`src/rtl/cla_pipe_adder_pkg.sv`:
```
// Shared constants and helpers for the pipelined carry-lookahead adder.
package cla_pipe_adder_pkg;

    localparam int unsigned DefWidth = 16;
    localparam int unsigned DefGroup = 4;

    // Per-bit generate/propagate pair, packed as {g, p}.
    function automatic logic [1:0] gp_bit(input logic a, input logic b);
        return {a & b, a ^ b};
    endfunction

    // Legal configuration: non-zero group that evenly divides the width.
    function automatic bit width_ok(input int unsigned width, input int unsigned group);
        return (group != 0) && (width >= group) && ((width % group) == 0);
    endfunction

endpackage

```
`src/rtl/cla_pipe_adder_if.sv`:
```
// Operand/result handshake bundle for cla_pipe_adder.
interface cla_pipe_adder_if #(
    parameter int unsigned WIDTH = 16
) ();

    logic             in_valid;
    logic             in_ready;
    logic [WIDTH-1:0] a;
    logic [WIDTH-1:0] b;
    logic             cin;
    logic             sub;
    logic             out_valid;
    logic             out_ready;
    logic [WIDTH-1:0] sum;
    logic             cout;
    logic             ovf;

    modport slave (
        input  in_valid, a, b, cin, sub, out_ready,
        output in_ready, out_valid, sum, cout, ovf
    );

    modport master (
        output in_valid, a, b, cin, sub, out_ready,
        input  in_ready, out_valid, sum, cout, ovf
    );

endinterface

```
`src/rtl/cla_pipe_adder_group.sv`:
```
// Combinational GROUP-bit carry-lookahead slice; carries are flattened sum-of-products.
module cla_pipe_adder_group
    import cla_pipe_adder_pkg::*;
#(
    parameter int unsigned GROUP = DefGroup
) (
    input  logic [GROUP-1:0] i_a,
    input  logic [GROUP-1:0] i_b,
    input  logic             i_ci,
    output logic [GROUP-1:0] o_s,
    output logic             o_co,
    output logic             o_c_msb_in
);

    logic [GROUP-1:0] w_g;
    logic [GROUP-1:0] w_p;
    logic [GROUP:0]   w_c;

    always_comb begin
        w_g = '0;
        w_p = '0;
        for (int i = 0; i < int'(GROUP); i++) begin
            {w_g[i], w_p[i]} = gp_bit(i_a[i], i_b[i]);
        end
    end

    // c[i+1] = g[i] | p[i]g[i-1] | ... | p[i..0]ci, no ripple chain
    always_comb begin : p_carry
        logic w_prod;
        w_c    = '0;
        w_prod = 1'b0;
        w_c[0] = i_ci;
        for (int i = 0; i < int'(GROUP); i++) begin
            w_c[i+1] = w_g[i];
            w_prod   = w_p[i];
            for (int j = i - 1; j >= 0; j--) begin
                w_c[i+1] = w_c[i+1] | (w_prod & w_g[j]);
                w_prod   = w_prod & w_p[j];
            end
            w_c[i+1] = w_c[i+1] | (w_prod & i_ci);
        end
    end

    assign o_s        = w_p ^ w_c[GROUP-1:0];
    assign o_co       = w_c[GROUP];
    assign o_c_msb_in = w_c[GROUP-1];

endmodule

```
`src/rtl/cla_pipe_adder.sv`:
```
// Pipelined CLA adder/subtractor: one lookahead group per stage, carry registered between
// stages, whole pipe stalls together on output backpressure.
module cla_pipe_adder
    import cla_pipe_adder_pkg::*;
#(
    parameter int unsigned WIDTH = DefWidth,
    parameter int unsigned GROUP = DefGroup
) (
    input logic             clk,
    input logic             rst_n,
    cla_pipe_adder_if.slave s_if
);

    localparam int unsigned STAGES = WIDTH / GROUP;

    if (!width_ok(WIDTH, GROUP)) begin : g_bad_cfg
        $error("cla_pipe_adder: WIDTH must be a non-zero multiple of GROUP");
    end

    logic w_adv;

    assign w_adv         = !s_if.out_valid || s_if.out_ready;
    assign s_if.in_ready = w_adv;

    for (genvar k = 0; k < STAGES; k++) begin : g_stage
        localparam int unsigned LoW  = k * GROUP;
        localparam int unsigned RemW = WIDTH - LoW;

        // Operand bits still unresolved on entry to this stage
        logic [RemW-1:0]      w_a_in;
        logic [RemW-1:0]      w_b_in;
        logic                 w_c_in;
        logic                 w_v_in;
        logic [LoW+GROUP-1:0] w_s_nxt;
        logic [GROUP-1:0]     w_gs;
        logic                 w_gco;
        logic                 w_gcm;
        logic                 r_v;
        logic [LoW+GROUP-1:0] r_s;

        if (k == 0) begin : g_head
            assign w_a_in  = s_if.a;
            assign w_b_in  = s_if.sub ? ~s_if.b : s_if.b;
            assign w_c_in  = s_if.sub | s_if.cin;
            assign w_v_in  = s_if.in_valid;
            assign w_s_nxt = w_gs;
        end else begin : g_body
            assign w_a_in  = g_stage[k-1].g_fwd.r_a;
            assign w_b_in  = g_stage[k-1].g_fwd.r_b;
            assign w_c_in  = g_stage[k-1].g_fwd.r_c;
            assign w_v_in  = g_stage[k-1].r_v;
            assign w_s_nxt = {w_gs, g_stage[k-1].r_s};
        end

        cla_pipe_adder_group #(
            .GROUP (GROUP)
        ) u_group (
            .i_a        (w_a_in[GROUP-1:0]),
            .i_b        (w_b_in[GROUP-1:0]),
            .i_ci       (w_c_in),
            .o_s        (w_gs),
            .o_co       (w_gco),
            .o_c_msb_in (w_gcm)
        );

        // Data only loads behind a valid beat so outputs hold across bubbles
        always_ff @(posedge clk or negedge rst_n) begin
            if (!rst_n) begin
                r_v <= 1'b0;
                r_s <= '0;
            end else if (w_adv) begin
                r_v <= w_v_in;
                if (w_v_in) begin
                    r_s <= w_s_nxt;
                end
            end
        end

        if (k < STAGES - 1) begin : g_fwd
            logic [RemW-GROUP-1:0] r_a;
            logic [RemW-GROUP-1:0] r_b;
            logic                  r_c;

            always_ff @(posedge clk or negedge rst_n) begin
                if (!rst_n) begin
                    r_a <= '0;
                    r_b <= '0;
                    r_c <= 1'b0;
                end else if (w_adv && w_v_in) begin
                    r_a <= w_a_in[RemW-1:GROUP];
                    r_b <= w_b_in[RemW-1:GROUP];
                    r_c <= w_gco;
                end
            end
        end else begin : g_tail
            logic r_cout;
            logic r_ovf;

            always_ff @(posedge clk or negedge rst_n) begin
                if (!rst_n) begin
                    r_cout <= 1'b0;
                    r_ovf  <= 1'b0;
                end else if (w_adv && w_v_in) begin
                    r_cout <= w_gco;
                    r_ovf  <= w_gcm ^ w_gco;
                end
            end
        end
    end

    assign s_if.out_valid = g_stage[STAGES-1].r_v;
    assign s_if.sum       = g_stage[STAGES-1].r_s;
    assign s_if.cout      = g_stage[STAGES-1].g_tail.r_cout;
    assign s_if.ovf       = g_stage[STAGES-1].g_tail.r_ovf;

endmodule

```
`src/flat_wrapper.sv`:
```
// flat-port wrapper written by rule: the top's interface ports become plain ports
module cla_pipe_adder_flat import cla_pipe_adder_pkg::*;
#(
    parameter int unsigned WIDTH = DefWidth,
    parameter int unsigned GROUP = DefGroup
)
  (clk, rst_n, s_if_in_valid, s_if_a, s_if_b, s_if_cin, s_if_sub, s_if_out_ready, s_if_in_ready, s_if_out_valid, s_if_sum, s_if_cout, s_if_ovf);
  cla_pipe_adder_if #(.WIDTH(WIDTH)) s_if_i ();
  input logic clk;
  input logic rst_n;
  input wire logic [$bits(s_if_i.in_valid)-1:0] s_if_in_valid;
  input wire logic [$bits(s_if_i.a)-1:0] s_if_a;
  input wire logic [$bits(s_if_i.b)-1:0] s_if_b;
  input wire logic [$bits(s_if_i.cin)-1:0] s_if_cin;
  input wire logic [$bits(s_if_i.sub)-1:0] s_if_sub;
  input wire logic [$bits(s_if_i.out_ready)-1:0] s_if_out_ready;
  output wire logic [$bits(s_if_i.in_ready)-1:0] s_if_in_ready;
  output wire logic [$bits(s_if_i.out_valid)-1:0] s_if_out_valid;
  output wire logic [$bits(s_if_i.sum)-1:0] s_if_sum;
  output wire logic [$bits(s_if_i.cout)-1:0] s_if_cout;
  output wire logic [$bits(s_if_i.ovf)-1:0] s_if_ovf;
  assign s_if_i.in_valid = s_if_in_valid;
  assign s_if_i.a = s_if_a;
  assign s_if_i.b = s_if_b;
  assign s_if_i.cin = s_if_cin;
  assign s_if_i.sub = s_if_sub;
  assign s_if_i.out_ready = s_if_out_ready;
  assign s_if_in_ready = s_if_i.in_ready;
  assign s_if_out_valid = s_if_i.out_valid;
  assign s_if_sum = s_if_i.sum;
  assign s_if_cout = s_if_i.cout;
  assign s_if_ovf = s_if_i.ovf;
  cla_pipe_adder #(.WIDTH(WIDTH), .GROUP(GROUP)) u_core (.clk(clk), .rst_n(rst_n), .s_if(s_if_i));
endmodule
```
`config.mk`:
```
export PLATFORM = sky130hd
export DESIGN_NAME = cla_pipe_adder_flat
export DESIGN_NICKNAME = d
export VERILOG_FILES = /design/src/rtl/cla_pipe_adder_pkg.sv /design/src/rtl/cla_pipe_adder_if.sv /design/src/rtl/cla_pipe_adder_group.sv /design/src/rtl/cla_pipe_adder.sv /design/src/flat_wrapper.sv
export SDC_FILE = /design/constraint.sdc
export NUM_CORES = 1
export LEC_CHECK = 0
export ABC_CLOCK_PERIOD_IN_PS = 4910
export CORE_MARGIN = 4
export CORE_UTILIZATION = 40
export CTS_CLUSTER_DIAMETER = 50
export DETAILED_ROUTE_END_ITERATION = 6
export PLACE_DENSITY_LB_ADDON = 0.12
export SKIP_CTS_REPAIR_TIMING = 1
export SYNTH_ARGS = -nofsm -noshare
export SYNTH_HDL_FRONTEND = slang
export SYNTH_HIERARCHICAL = 1
export SYNTH_SLANG_ARGS = --single-unit
```
`constraint.sdc`:
```
create_clock -name clk -period 4.91 [get_ports clk]
set_input_delay 0.491 -clock clk [delete_from_list [all_inputs] [get_ports clk]]
set_output_delay 0.491 -clock clk [all_outputs]
set_load 0.005 [all_outputs]
```
== After elaboration in Yosys (flattened, before gate mapping) ==
Cells that the tools add are included.

* Muxes and demuxes: 1
* Bitwise operators: 143
* Reductions and logical operators: 10

{| class="wikitable"
|+ Operators by type and width
! kind !! count
|-
| $and A1 B1 Y1 || 80
|-
| $or A1 B1 Y1 || 41
|-
| $xor A1 B1 Y1 || 17
|-
| $mux W16 || 1
|-
| $not A16 Y16 || 1
|-
| $xor A4 B4 Y4 || 4
|-
| $reduce_and A2 Y1 || 4
|-
| $logic_and A1 B1 Y1 || 4
|-
| $logic_not A1 Y1 || 1
|-
| $logic_or A1 B1 Y1 || 1
|}

* Flip-flop bits (word level): 97
* Bits of input ports: 38
* Output and inout port bits: 20
* Word-level logic and storage cells: 173

== Depth between registers and ports, before layout ==
* Depth in word-level cells: 8
* Depth in mapped cells: 8
* Mapped depth without buffers: 6

== Cells and area by module ==
Netlist, hierarchy kept.

{| class="wikitable"
|+ By module, submodules not included
! module !! instances !! cells an instance !! area each (sq um) !! sequential area each (sq um)
|-
| cla_pipe_adder || 1 || 244 || 3975.1 || 2427.3
|-
| cla_pipe_adder_group (u_core.g_stage[1].u_group ...) || 3 || 14 || 140.1 || 0.0
|-
| cla_pipe_adder_group (u_core.g_stage[0].u_group) || 1 || 18 || 155.1 || 0.0
|}

== Worst setup path before layout ==
No wires, ideal clock.

* Path kind: input to register
* Start point: input port s_if_sub
* End point: register u_core.g_stage[0].g_fwd.r_c
* Library setup time: 125 ps
* Arrival: 2115 ps
* Data required time: 4785 ps
* Path slack: 2670 ps
* Cell stages on the path: 8
* Path buffers: 2
* Path through: buf_2 -> buf_4 -> xor2_1 -> ha_1 -> a211oi_2 -> o21bai_2 -> a21o_1 -> mux2_2

* Elaborated cells between the ends (all ways): 21
* Classes of those cells: mux (1); bitwise (20)

{| class="wikitable"
|+ RTL lines
! what !! RTL line !! source
|-
| start: declaration || flat_wrapper.sv:15 || <nowiki>input wire logic [$bits(s_if_i.sub)-1:0] s_if_sub;</nowiki>
|-
| $mux W16 * || cla_pipe_adder.sv:43 || <nowiki>assign w_b_in = s_if.sub ? ~s_if.b : s_if.b;</nowiki>
|-
| via u_core.g_stage[0].w_b_in[0] || cla_pipe_adder.sv:31 || <nowiki>logic [RemW-1:0] w_b_in;</nowiki>
|-
| $and A1 B1 Y1 / $xor A1 B1 Y1 (equally long branches) || cla_pipe_adder_pkg.sv:9 || <nowiki>return {a & b, a ^ b};</nowiki>
|-
| $and A1 B1 Y1 (on tied branches) || cla_pipe_adder_group.sv:37, cla_pipe_adder_group.sv:38 ||
|-
| $or A1 B1 Y1 / $and A1 B1 Y1 (equally long branches) || cla_pipe_adder_group.sv:37, cla_pipe_adder_group.sv:40 ||
|-
| $or A1 B1 Y1 * || cla_pipe_adder_group.sv:40 || <nowiki>w_c[i+1] = w_c[i+1] | (w_prod & i_ci);</nowiki>
|-
| via u_core.g_stage[0].w_gco || cla_pipe_adder.sv:36 || <nowiki>logic w_gco;</nowiki>
|-
| end signal: assignment || cla_pipe_adder.sv:92 || <nowiki>r_c <= w_gco;</nowiki>
|-
| end: declaration || cla_pipe_adder.sv:82 || <nowiki>logic r_c;</nowiki>
|}

Mark *: on every way through the listed nets, which the timed path passes. The rest lies on a longest branch.
A chain may end at the register's enable or synchronous reset.

== Worst setup path after layout ==
* Start point: input port s_if_out_ready
* End point: output port s_if_in_ready

* Cells in the longest elaborated chain, start to end: 1

{| class="wikitable"
|+ Ends and longest elaborated chain
! what !! RTL line !! source
|-
| start: declaration || flat_wrapper.sv:16 || <nowiki>input wire logic [$bits(s_if_i.out_ready)-1:0] s_if_out_ready;</nowiki>
|-
| $logic_or A1 B1 Y1 || cla_pipe_adder.sv:22 || <nowiki>assign w_adv = !s_if.out_valid || s_if.out_ready;</nowiki>
|-
| end: declaration || flat_wrapper.sv:17 || <nowiki>output wire logic [$bits(s_if_i.in_ready)-1:0] s_if_in_ready;</nowiki>
|}

No other way between the ends.

==> run summary <==
Slew headroom: 56.5%
register area share after synthesis: 53.3%
CP Cell Sequence: clkdlybuf4s50_1, nand2b_4, clkdlybuf4s50_1
power per cell area: 647 mW/mm^2
Leak Pwr: 2.42 nW
Crit Path Category: input port to primary output
detailed placer's ending HPWL: 5.30 mm
fmax: 427 MHz
Area Growth Syn to Fin: 20.0%
Reg-to-Reg Start: u_core/g_stage[2].g_fwd.r_a[0]
period utilization: 47.7%
Async S/R FF share, synth: 100%
TritonCTS clock tree: built
layout cells sized above 1: 30.6%
outcome: finished clean
capturing point of the worst reg2reg path: u_core/s_if.ovf
Crit Path Max Fanout: 21
RSZ-0062 raised after global routing: false
post-detailed-route count of antenna-violating nets: 0
Post-Syn Instances: 304
EDFF count, synth: 0
# nets final: 419
first-pass GRT wire length: 13.2 mm
Critical Path Most Common Cell: clkdlybuf4s50_1
Synth cell types: 27
Die W: 115 um
setup_tns: 0 ns
prevailing post-synth register cell: dfrtp_1
Top Metal Used: met4
crit path launch: s_if_out_ready
Sink Count: 97
Fillers: 959
Root Buffer: clkbuf_16
flops & latches, synth: 97
grt total ovfl: 0
Vias: 2458
Final WS setup: 2.57 ns
Crit path largest cell delay: 0.58 ns
dpl ws: 2.24 ns
area share of the largest cell type after synthesis: 53.3%
Die Y: 115 um
TritonCTS Buffers: 9
min cycle time layout: 2.34 ns
Setup crit start kind: input port
clk_lat worst skew: 0.34 ns
syn_area_per_cell: 15.0 sq um
Die ar.: 0.0131 sq mm
Core ar.: 0.0110 sq mm
Starting Density: 41.4%
r2r setup slk: 3.02 ns
leading cell types by count after synthesis: 97 x dfrtp_1, 43 x mux2_2, 38 x mux2_4
Setup-failing EPs final: 0
worst path bufs/invs: 2
Max stage delay cell, worst path: clkdlybuf4s50_1
largest net degree at the start of global routing: 52
IO Port Bufs: 57
critical path capture point type: primary output
drt drc: 0
initial DRC count: 53
Worst Max-Slew Pin Slew: 0.652 ns
Finished Layout Cells: 506
ant diodes: 0
Critical Path RT: 4.42 ns
crit-path leading delay family: buffers and inverters
row count: 38
gpl congestion: 0.709
Mapped Area: 0.00455 sq mm
GRT Overall Usage: 13.0%
Final Hold Violating Endpoints: 0
Met3 Routed Length: 298 um
type of the tightest min-delay check: input port to async pin
count leader, synth: dfrtp_1
Synth area leaders: dfrtp_1 53%, mux2_4 13%, mux2_2 11%
max cap viols: 0
Fin Clk Skew: 0.00881 ns
H-Tree Depth: 3
via/cell ratio: 4.86
final WL: 7.83 mm
CP arrival: 1.85 ns
Yosys top cell by area: dfrtp_1
Worst-path clk slew: 0.06 ns
Avg WL per Cell: 15.5 um
Placed Cells incl. Taps: 490
maximum vdd drop: 0.249 mV
M1 WL: 3.51 mm
initial antenna violation count: 0
vias in the first global route: 2587
Syn Nets: 362
DR pass1 iterations: 4
Worst R2R Path Depth: 6
YS warnings: 6
clk buf depth: 2
routed wire length on met2: 3.91 mm
# IOs: 58
Slew Limit Fails: 0
where the power goes:
group          internal [W]  switching, W
combinational      0.000935      0.000554
sequential          0.00117      0.000222
clock              0.000358      0.000289
total               0.00247       0.00106
cell type report:
type,count,area (sq um),area share [%]
Timing Repair Buffer,59,583,10.7
Inverter,6,22.5,0.413
Clock inverter,4,28.8,0.527
Clock buffer,12,246,4.52
Sequential cell,97,2430,44.5
Tap cell,140,175,3.21
Multi-Input combinational cell,188,1980,36.2
through the flow:
step                hold slack [ns]  power [W]  utilization, %  area [sq um]
floorplan                     0.195    0.00253               -          4550
global placement              0.470    0.00289            47.2          5180
detailed placement            0.476    0.00292            47.2          5180
CTS                           0.178    0.00359            49.7          5460
global route                  0.206    0.00379            49.7          5460
finish                        0.152    0.00353            49.7          5460
flip-flops by register name, summed over array words and instances (netlist names):
register	flops
u_core/g_stage.g_fwd.r_a	24
u_core/g_stage.g_fwd.r_b	24
u_core/g_stage.g_fwd.r_c	3
u_core/g_stage.r_s	24
u_core/g_stage.r_v	3
u_core/s_if.cout	1
u_core/s_if.out_valid	1
u_core/s_if.ovf	1
u_core/s_if.sum	16
worst max path at each step:
| stage | end | cells past startpoint |
|---|---|---|
| 6_report | s_if_in_ready | 3 |
| 5_1_grt | u_core/g_stage[0].g_fwd.r_c | 7 |
| 4_1_cts | s_if_in_ready | 3 |
| 3_5_place_dp | u_core/g_stage[0].g_fwd.r_c | 7 |
| 3_3_place_gp | u_core/g_stage[0].g_fwd.r_c | 7 |
| 2_1_floorplan | u_core/g_stage[0].g_fwd.r_c | 8 |
logic make-up after synthesis:
group	after synthesis	synth area share, %
XOR/XNOR	29	5.58
AND/OR/NAND/NOR	15	2.20
multiplexers	82	23.4
adder cells (fa/ha/maj)	20	6.16
AO/OA/AOI/OAI	42	6.05
flip-flops	97	53.3
buffers and inverters	19	3.24
layout by cell type (no fill, tap or decap), drive strengths merged:
cell           instances
ha                    16
clkinvlp               2
a21oi                 24
mux2                  82
o21bai                 4
nand2b                 1
nor2                   8
dfrtp                 97
a21o                   4
nand2                  4
buf                    3
clkbuf                12
clkinv                 2
xor2                  16
xnor2                 13
o21ai                  6
inv                    6
clkdlybuf4s50         56
or2                    1
fa                     4
a211oi                 4
and2                   1
metal layers:
metal / GRT usage [%] / vias up
met5: 0 / -
met4: 4.99 / 0
met3: 3.22 / 11
met2: 21.2 / 40
met1: 16.6 / 1226
li1: - / 1181
Power figures use the tool's default switching activity.
